### src/rtl/alu_share_ctrl.sv
// alu_share_ctrl: lets two requesters share one combinational ALU.
// Arbitration is round-robin between the two requesters. The winner's operands
// and opcode are registered onto the ALU inputs and held there for the opcode's
// latency. The ALU outputs are then captured into a one-cycle response.
module alu_share_ctrl #(
    parameter int          DATA_W       = 32,
    parameter int          OP_W         = 6,
    parameter logic [63:0] SLOW_OP_MASK = 64'h0000_0000_0000_0020,
    parameter int          SLOW_LAT     = 4
) (
    input  logic              clk,
    input  logic              rst,

    input  logic              req0_valid,
    output logic              req0_ready,
    input  logic [DATA_W-1:0] req0_a,
    input  logic [DATA_W-1:0] req0_b,
    input  logic [OP_W-1:0]   req0_op,

    input  logic              req1_valid,
    output logic              req1_ready,
    input  logic [DATA_W-1:0] req1_a,
    input  logic [DATA_W-1:0] req1_b,
    input  logic [OP_W-1:0]   req1_op,

    output logic [DATA_W-1:0] alu_a,
    output logic [DATA_W-1:0] alu_b,
    output logic [OP_W-1:0]   alu_op,
    input  logic [DATA_W-1:0] alu_result,
    input  logic [DATA_W-1:0] alu_high,
    input  logic              alu_carry,
    input  logic              alu_z,
    input  logic              alu_sign,
    input  logic              alu_ovf,

    output logic              rsp_valid,
    output logic              rsp_id,
    output logic [DATA_W-1:0] rsp_result,
    output logic [DATA_W-1:0] rsp_high,
    output logic [3:0]        rsp_flags,
    output logic              busy
);

    // The down-counter holds at most SLOW_LAT-1 and is never narrower than one bit.
    localparam int CNT_W = (SLOW_LAT > 2) ? $clog2(SLOW_LAT) : 1;
    localparam logic [CNT_W-1:0] SLOW_CNT = CNT_W'(SLOW_LAT - 1);
    localparam logic [CNT_W-1:0] FAST_CNT = '0;

    typedef enum logic [0:0] {
        IDLE = 1'b0,
        EXEC = 1'b1
    } state_t;

    state_t            state_reg, state_next;
    logic [CNT_W-1:0]  cnt_reg, cnt_next;
    logic              owner_reg, owner_next;
    logic              last_grant_reg, last_grant_next;
    logic [DATA_W-1:0] alu_a_reg, alu_a_next;
    logic [DATA_W-1:0] alu_b_reg, alu_b_next;
    logic [OP_W-1:0]   alu_op_reg, alu_op_next;
    logic              rsp_valid_reg, rsp_valid_next;
    logic              rsp_id_reg, rsp_id_next;
    logic [DATA_W-1:0] rsp_result_reg, rsp_result_next;
    logic [DATA_W-1:0] rsp_high_reg, rsp_high_next;
    logic [3:0]        rsp_flags_reg, rsp_flags_next;

    // Requesters gathered into arrays so the arbiter and the mux index by grant.
    logic [1:0]        req_valid;
    logic [DATA_W-1:0] req_a  [0:1];
    logic [DATA_W-1:0] req_b  [0:1];
    logic [OP_W-1:0]   req_op [0:1];
    logic [1:0]        ready;
    logic              grant;
    logic              accept;
    logic [DATA_W-1:0] sel_a;
    logic [DATA_W-1:0] sel_b;
    logic [OP_W-1:0]   sel_op;
    logic              sel_slow;

    assign req_valid = {req1_valid, req0_valid};
    assign req_a[0]  = req0_a;
    assign req_a[1]  = req1_a;
    assign req_b[0]  = req0_b;
    assign req_b[1]  = req1_b;
    assign req_op[0] = req0_op;
    assign req_op[1] = req1_op;

    // Round-robin: a lone requester wins. On contention the one not served last wins.
    always_comb begin
        grant = req_valid[1];
        if (&req_valid) begin
            grant = ~last_grant_reg;
        end
    end

    // Ready is only offered while idle. It goes to the granted requester, and only if that requester is still valid.
    for (genvar gi = 0; gi < 2; gi++) begin : g_ready
        assign ready[gi] = (state_reg == IDLE) && req_valid[gi] && (grant == 1'(gi));
    end

    assign req0_ready = ready[0];
    assign req1_ready = ready[1];
    assign accept     = |ready;

    assign sel_a    = req_a[grant];
    assign sel_b    = req_b[grant];
    assign sel_op   = req_op[grant];
    assign sel_slow = SLOW_OP_MASK[sel_op];

    // Next-state and datapath updates: load on accept, count down in EXEC, capture on the last EXEC cycle.
    always_comb begin
        state_next      = state_reg;
        cnt_next        = cnt_reg;
        owner_next      = owner_reg;
        last_grant_next = last_grant_reg;
        alu_a_next      = alu_a_reg;
        alu_b_next      = alu_b_reg;
        alu_op_next     = alu_op_reg;
        rsp_valid_next  = 1'b0;
        rsp_id_next     = rsp_id_reg;
        rsp_result_next = rsp_result_reg;
        rsp_high_next   = rsp_high_reg;
        rsp_flags_next  = rsp_flags_reg;

        case (state_reg)
            IDLE: begin
                if (accept) begin
                    alu_a_next      = sel_a;
                    alu_b_next      = sel_b;
                    alu_op_next     = sel_op;
                    last_grant_next = grant;
                    owner_next      = grant;
                    cnt_next        = sel_slow ? SLOW_CNT : FAST_CNT;
                    state_next      = EXEC;
                end
            end
            EXEC: begin
                if (cnt_reg != '0) begin
                    cnt_next = cnt_reg - CNT_W'(1);
                end else begin
                    // The ALU inputs have been stable for the full latency, so its outputs are final.
                    rsp_valid_next  = 1'b1;
                    rsp_id_next     = owner_reg;
                    rsp_result_next = alu_result;
                    rsp_high_next   = alu_high;
                    rsp_flags_next  = {alu_carry, alu_z, alu_sign, alu_ovf};
                    state_next      = IDLE;
                end
            end
            default: begin
                state_next = IDLE;
            end
        endcase
    end

    // State and datapath registers. Reset drops any in-flight op and favours requester 0 next.
    always_ff @(posedge clk or posedge rst) begin
        if (rst) begin
            state_reg      <= IDLE;
            cnt_reg        <= '0;
            owner_reg      <= 1'b0;
            last_grant_reg <= 1'b1;
            alu_a_reg      <= '0;
            alu_b_reg      <= '0;
            alu_op_reg     <= '0;
            rsp_valid_reg  <= 1'b0;
            rsp_id_reg     <= 1'b0;
            rsp_result_reg <= '0;
            rsp_high_reg   <= '0;
            rsp_flags_reg  <= '0;
        end else begin
            state_reg      <= state_next;
            cnt_reg        <= cnt_next;
            owner_reg      <= owner_next;
            last_grant_reg <= last_grant_next;
            alu_a_reg      <= alu_a_next;
            alu_b_reg      <= alu_b_next;
            alu_op_reg     <= alu_op_next;
            rsp_valid_reg  <= rsp_valid_next;
            rsp_id_reg     <= rsp_id_next;
            rsp_result_reg <= rsp_result_next;
            rsp_high_reg   <= rsp_high_next;
            rsp_flags_reg  <= rsp_flags_next;
        end
    end

    assign alu_a      = alu_a_reg;
    assign alu_b      = alu_b_reg;
    assign alu_op     = alu_op_reg;
    assign rsp_valid  = rsp_valid_reg;
    assign rsp_id     = rsp_id_reg;
    assign rsp_result = rsp_result_reg;
    assign rsp_high   = rsp_high_reg;
    assign rsp_flags  = rsp_flags_reg;
    assign busy       = (state_reg != IDLE);

endmodule

### config.mk
export PLATFORM = sky130hd
export DESIGN_NAME = alu_share_ctrl
export DESIGN_NICKNAME = d
export VERILOG_FILES = /design/src/rtl/alu_share_ctrl.sv
export SDC_FILE = /design/constraint.sdc
export NUM_CORES = 1
export LEC_CHECK = 0
export ABC_AREA = 1
export CORE_ASPECT_RATIO = 0.7
export CORE_MARGIN = 3
export CORE_UTILIZATION = 35
export DETAILED_ROUTE_END_ITERATION = 8
export PLACE_DENSITY = 0.75
export SYNTH_ARGS = -nofsm -noshare
export SYNTH_HDL_FRONTEND = slang
export SYNTH_SLANG_ARGS = --single-unit
### constraint.sdc
create_clock -name clk -period 4.7 [get_ports clk]
set_input_delay 0.705 -clock clk [delete_from_list [all_inputs] [get_ports clk]]
set_output_delay 0.705 -clock clk [all_outputs]
set_load 0.02 [all_outputs]
# == Yosys cells after proc, flatten, opt, wreduce, memory -nomap -nowiden ==
# Memory sizes are Yosys's and may differ from the RTL's.
# Index checks and enable logic that the tools add are counted.
# totals
memories,1
reg_bits,145
rom_bits,64
output_inout_bits,143
# mem_list
name,depth,width,read_ports,rd_clocked_by_memory_dff,write_ports,line,rtl
(no name shown),64,1,1,0,0,108,assign sel_slow = SLOW_OP_MASK[sel_op];
# classes
n_bitwise,5
eq_ne,2
n_mux,20
addsub,1
reduce_logical,10
order_cmp,2
# op_table
op,count
two-way mux 32 bit,6
two-way mux 6 bit,3
AND reduction 2 bit,4
less-than comparator 6 x 7 -> 1 bit (second input constant),1
two-way mux 1 bit,6
two-way mux 2 bit,3
logical AND 1 bit,4
inverter 1 bit,4
case mux 2 bit (2 select lines),1
greater-or-equal comparator 2 bit (second input constant),1
!= test 2 x 1 -> 1 bit (second input constant),1
!= test 2 bit (second input constant),1
inverter 1 -> 2 bit,1
case mux 1 bit (2 select lines),1
nonzero test 2 bit,1
OR reduction 2 bit,1
subtractor 2 x 1 -> 2 bit (second input constant),1

# == Logic depth before layout (Yosys ltp) ==
# depth
depth_word,11
depth_mapped,8
mapped_depth_nobuf,8

# == Worst setup path after synthesis ==
# No wires, ideal clock.
# synth_path
kind,input to output
from,in req1_valid
to,out req0_ready
cell_stages,5
setup_slack_ns,2.546
n_path_buf,2
arrival_time_ns,1.449
required_time_ns,3.995
cell_sequence,buf_2 nand2_4 inv_2 buf_2 nor2_1
# synth_between
elab_chain_cells,4
# synth_rtl
item,line,rtl
from (decl),20,"input logic req1_valid,"
AND reduction 2 bit,91,if (&req_valid) begin
two-way mux 1 bit *,91,
inverter 1 bit *,98,assign ready[gi] = (state_reg == IDLE) && req_valid[gi] && (grant == 1'(gi));
logical AND 1 bit *,98,
to (decl),15,"output logic req0_ready,"
# Every way passes the cells marked *; elsewhere a longest branch is shown, timed or not.

# == Worst setup path after layout ==
# layout_path
from,in req1_valid
to,out req1_ready
# layout_between
elab_chain_cells,3
elab_cells_between_ends,4
cone_classes,mux: 1; reduce/logical: 3
# layout_rtl
item,line,rtl
AND reduction 2 bit,91,
two-way mux 1 bit,91,
logical AND 1 bit *,98,
to (decl),21,"output logic req1_ready,"
# Marks and branches as above.

==> results.yml <==
synth:
  ys_ff_latch: 145
  yosysSeqAreaShare: 0.592
  syn_area_um2: 6130
  synth_fp_nets: 936
  netlist_instances: 723
  ys_types: 20
  avgSynthCellArea_um2: 8.48
  ys_warn_count: 0
sta:
  fin_tns_setup_ns: 0
  fin_skew_ns: 0.00955
  min_period_ns: 2.93
  setup_slack_ns: 1.77
  finalSetupViolations: 0
  hold_ws_ns: 0.477
  slew_headroom: 0.235
  fin_crit_sh: 0.624
  rsz0062_at_grt: "false"
  tightestPinTransition_ns: 1.15
  drv_slew: 0
  timing.fmax_ghz: 0.341
  hold_viol_final: 0
routing:
  routedWlPerCell_um: 15.7
  drtIter0Drc: 515
  final_antenna_net_count: 0
  totalWireLength_mm: 20.4
  viasPerCell: 4.57
  dr_total_vias: 5917
  first_pass_iters: 4
  route.detailed.drc: 0
setup_path:
  cp.required_ns: 3.99
  crit_family: "buffers and inverters"
  arrival_ns: 2.23
  cp_max_fo: 7
  crit_type: "in -> out"
  path_buf_inv: 2
  startpoint: "req1_valid"
  cp-start-kind: "input port"
  critical-path-max-stage-delay_ns: 0.66
  path_common_cell: "clkdlybuf4s50_1"
  r2r_start: "cnt_reg[0]"
  worst_path_max_delay_cell: "clkdlybuf4s50_1"
  crit_chain: "clkdlybuf4s50_1, nand2_2, nor2_1, clkdlybuf4s50_1"
  worstSetupEndpointType: "primary output"
clocking:
  cts_resized: 0
  clk_latency_ns: 0.42
  cts.reportedPaths.clkPinSlew_ns: 0.06
  clock_sinks: 145
  htreeDepth: 4
  cts_tree: "built"
  cts_max_path_buffers: 2
  numCtsBuffers: 17
  cts_hold_buf: 0
  postCtsSetupBuffers: 0
  cts_root_buffer: "clkbuf_16"
status:
  outcome: "complete, no violations"
final_layout:
  multi_input_area_um2: 2170
  drive_above_1_share: 0.0439
  fillers: 1424
  fin_util: 0.616
  layout.area.seq_um2: 3630
  synthToLayoutAreaGrowth_pct: 68.1
  most-common-layout-cells: "355 x nand2_1, 354 x clkdlybuf4s50_1, 144 x dfrtp_1, 76 x nor2_1, 66 x a31oi_1"
  final_common_cell: "nand2_1"
  fin_nets: 1271
floorplan:
  start_util: 0.366
  fp.dieArea_um2: 19200
  num_rows: 39
  ioPinCount: 355
  die_height_um: 117
  die_x_um: 164
  core-area_um2: 16700
hold_path:
  worstHoldStart: "rsp_result[11]"
  min-delay-path-class: "reg -> reg"
global_route:
  grt_pass1_vias: 5671
  grt_pass1_wl_mm: 30.2
  antenna_found_initial: 1
  grt.overflow.total: 0
  grt_start_max_net_pins: 93
  grtUsageTotal: 0.205
placement:
  place_ws_ns: 1.77
  place_congestion: 0.794
  dp_hpwl_mm: 14.6
  io_buffers: 354
power_and_ir_drop:
  vdd_drop_max_uv: 388
  p_total_w: 0.00707
  p_per_area_nw_per_um2: 686
  power.leakage_nw: 4.65
run:
  cap_violations: 0
tightest hold or removal path: stages (launching register included):
cell	delay, ns
dfrtp_1	0.34
nand2_1	0.05
nand2_1	0.06
synthesized netlist by cell type (all sizes together):
cell type | number | area (um2)
nand3b | 2 | 15.0
clkbuf | 8 | 30.0
a21oi | 3 | 15.0
ha | 1 | 12.5
a31oi | 66 | 413
o21ai | 5 | 25.0
o22ai | 1 | 6.26
nor2 | 76 | 285
dfrtp | 144 | 3600
dfstp | 1 | 26.3
nand3 | 5 | 25.0
nand2 | 360 | 1370
buf | 35 | 245
inv | 16 | 60.1
logic make-up (layout without fill, tap and decap cells):
group / count (synthesis) / in the layout / share of synthesized area
other cells: 0 / 1 / 0
buf+inv: 59 / 406 / 0.0547
fa+ha+maj: 1 / 1 / 0.00204
compound gates: 75 / 75 / 0.0749
simple gates: 443 / 443 / 0.276
flops: 145 / 145 / 0.592
layout make-up:
class / instances / share of cell area
multi-input combinational: 519 / 0.211
inverter: 16 / 0.00632
clock buffer: 17 / 0.0413
sequential: 145 / 0.352
timing repair buffer: 359 / 0.350
clock inverter: 14 / 0.0118
tap: 225 / 0.0273
antenna: 1 / 0.000243
per-layer routing:
metal | up-vias | part of all wire | GRT usage
met5 | - | 0 | 0
met2 | 221 | 0.51 | 0.352
met4 | 0 | 0.015 | 0.0614
li1 | 2958 | - | -
met3 | 22 | 0.092 | 0.0730
met1 | 2716 | 0.39 | 0.242
stage by stage:
| stage | cell area, um2 | cells |
|---|---|---|
| global placement | 9750 | 1264 |
| detailed placement | 9750 | 1264 |
| CTS | 10300 | 1295 |
| global route | 10300 | 1296 |
| floorplan | 6130 | 723 |
| finish | 10300 | 1296 |
where the power goes:
group / switching [W] / internal (W) / total, W
Clock: 0.000575 / 0.000688 / 0.00126
Sequential: 0.000321 / 0.00188 / 0.00220
Combinational: 0.00199 / 0.00161 / 0.00360
Total: 0.00289 / 0.00418 / 0.00707
worst paths after layout:
kind / end / slack, ns / cells after the start
min: rsp_result[11] / 0.48 / 2
min in group asynchronous: rsp_result[23] / 0.73 / 2
max reg2reg: rsp_high[6] / 2.30 / 7
max: req1_ready / 1.77 / 4
max in group asynchronous: last_grant_reg / 3.06 / 3
min reg2reg: rsp_result[11] / 0.48 / 2
(Power assumes the default switching activity.)
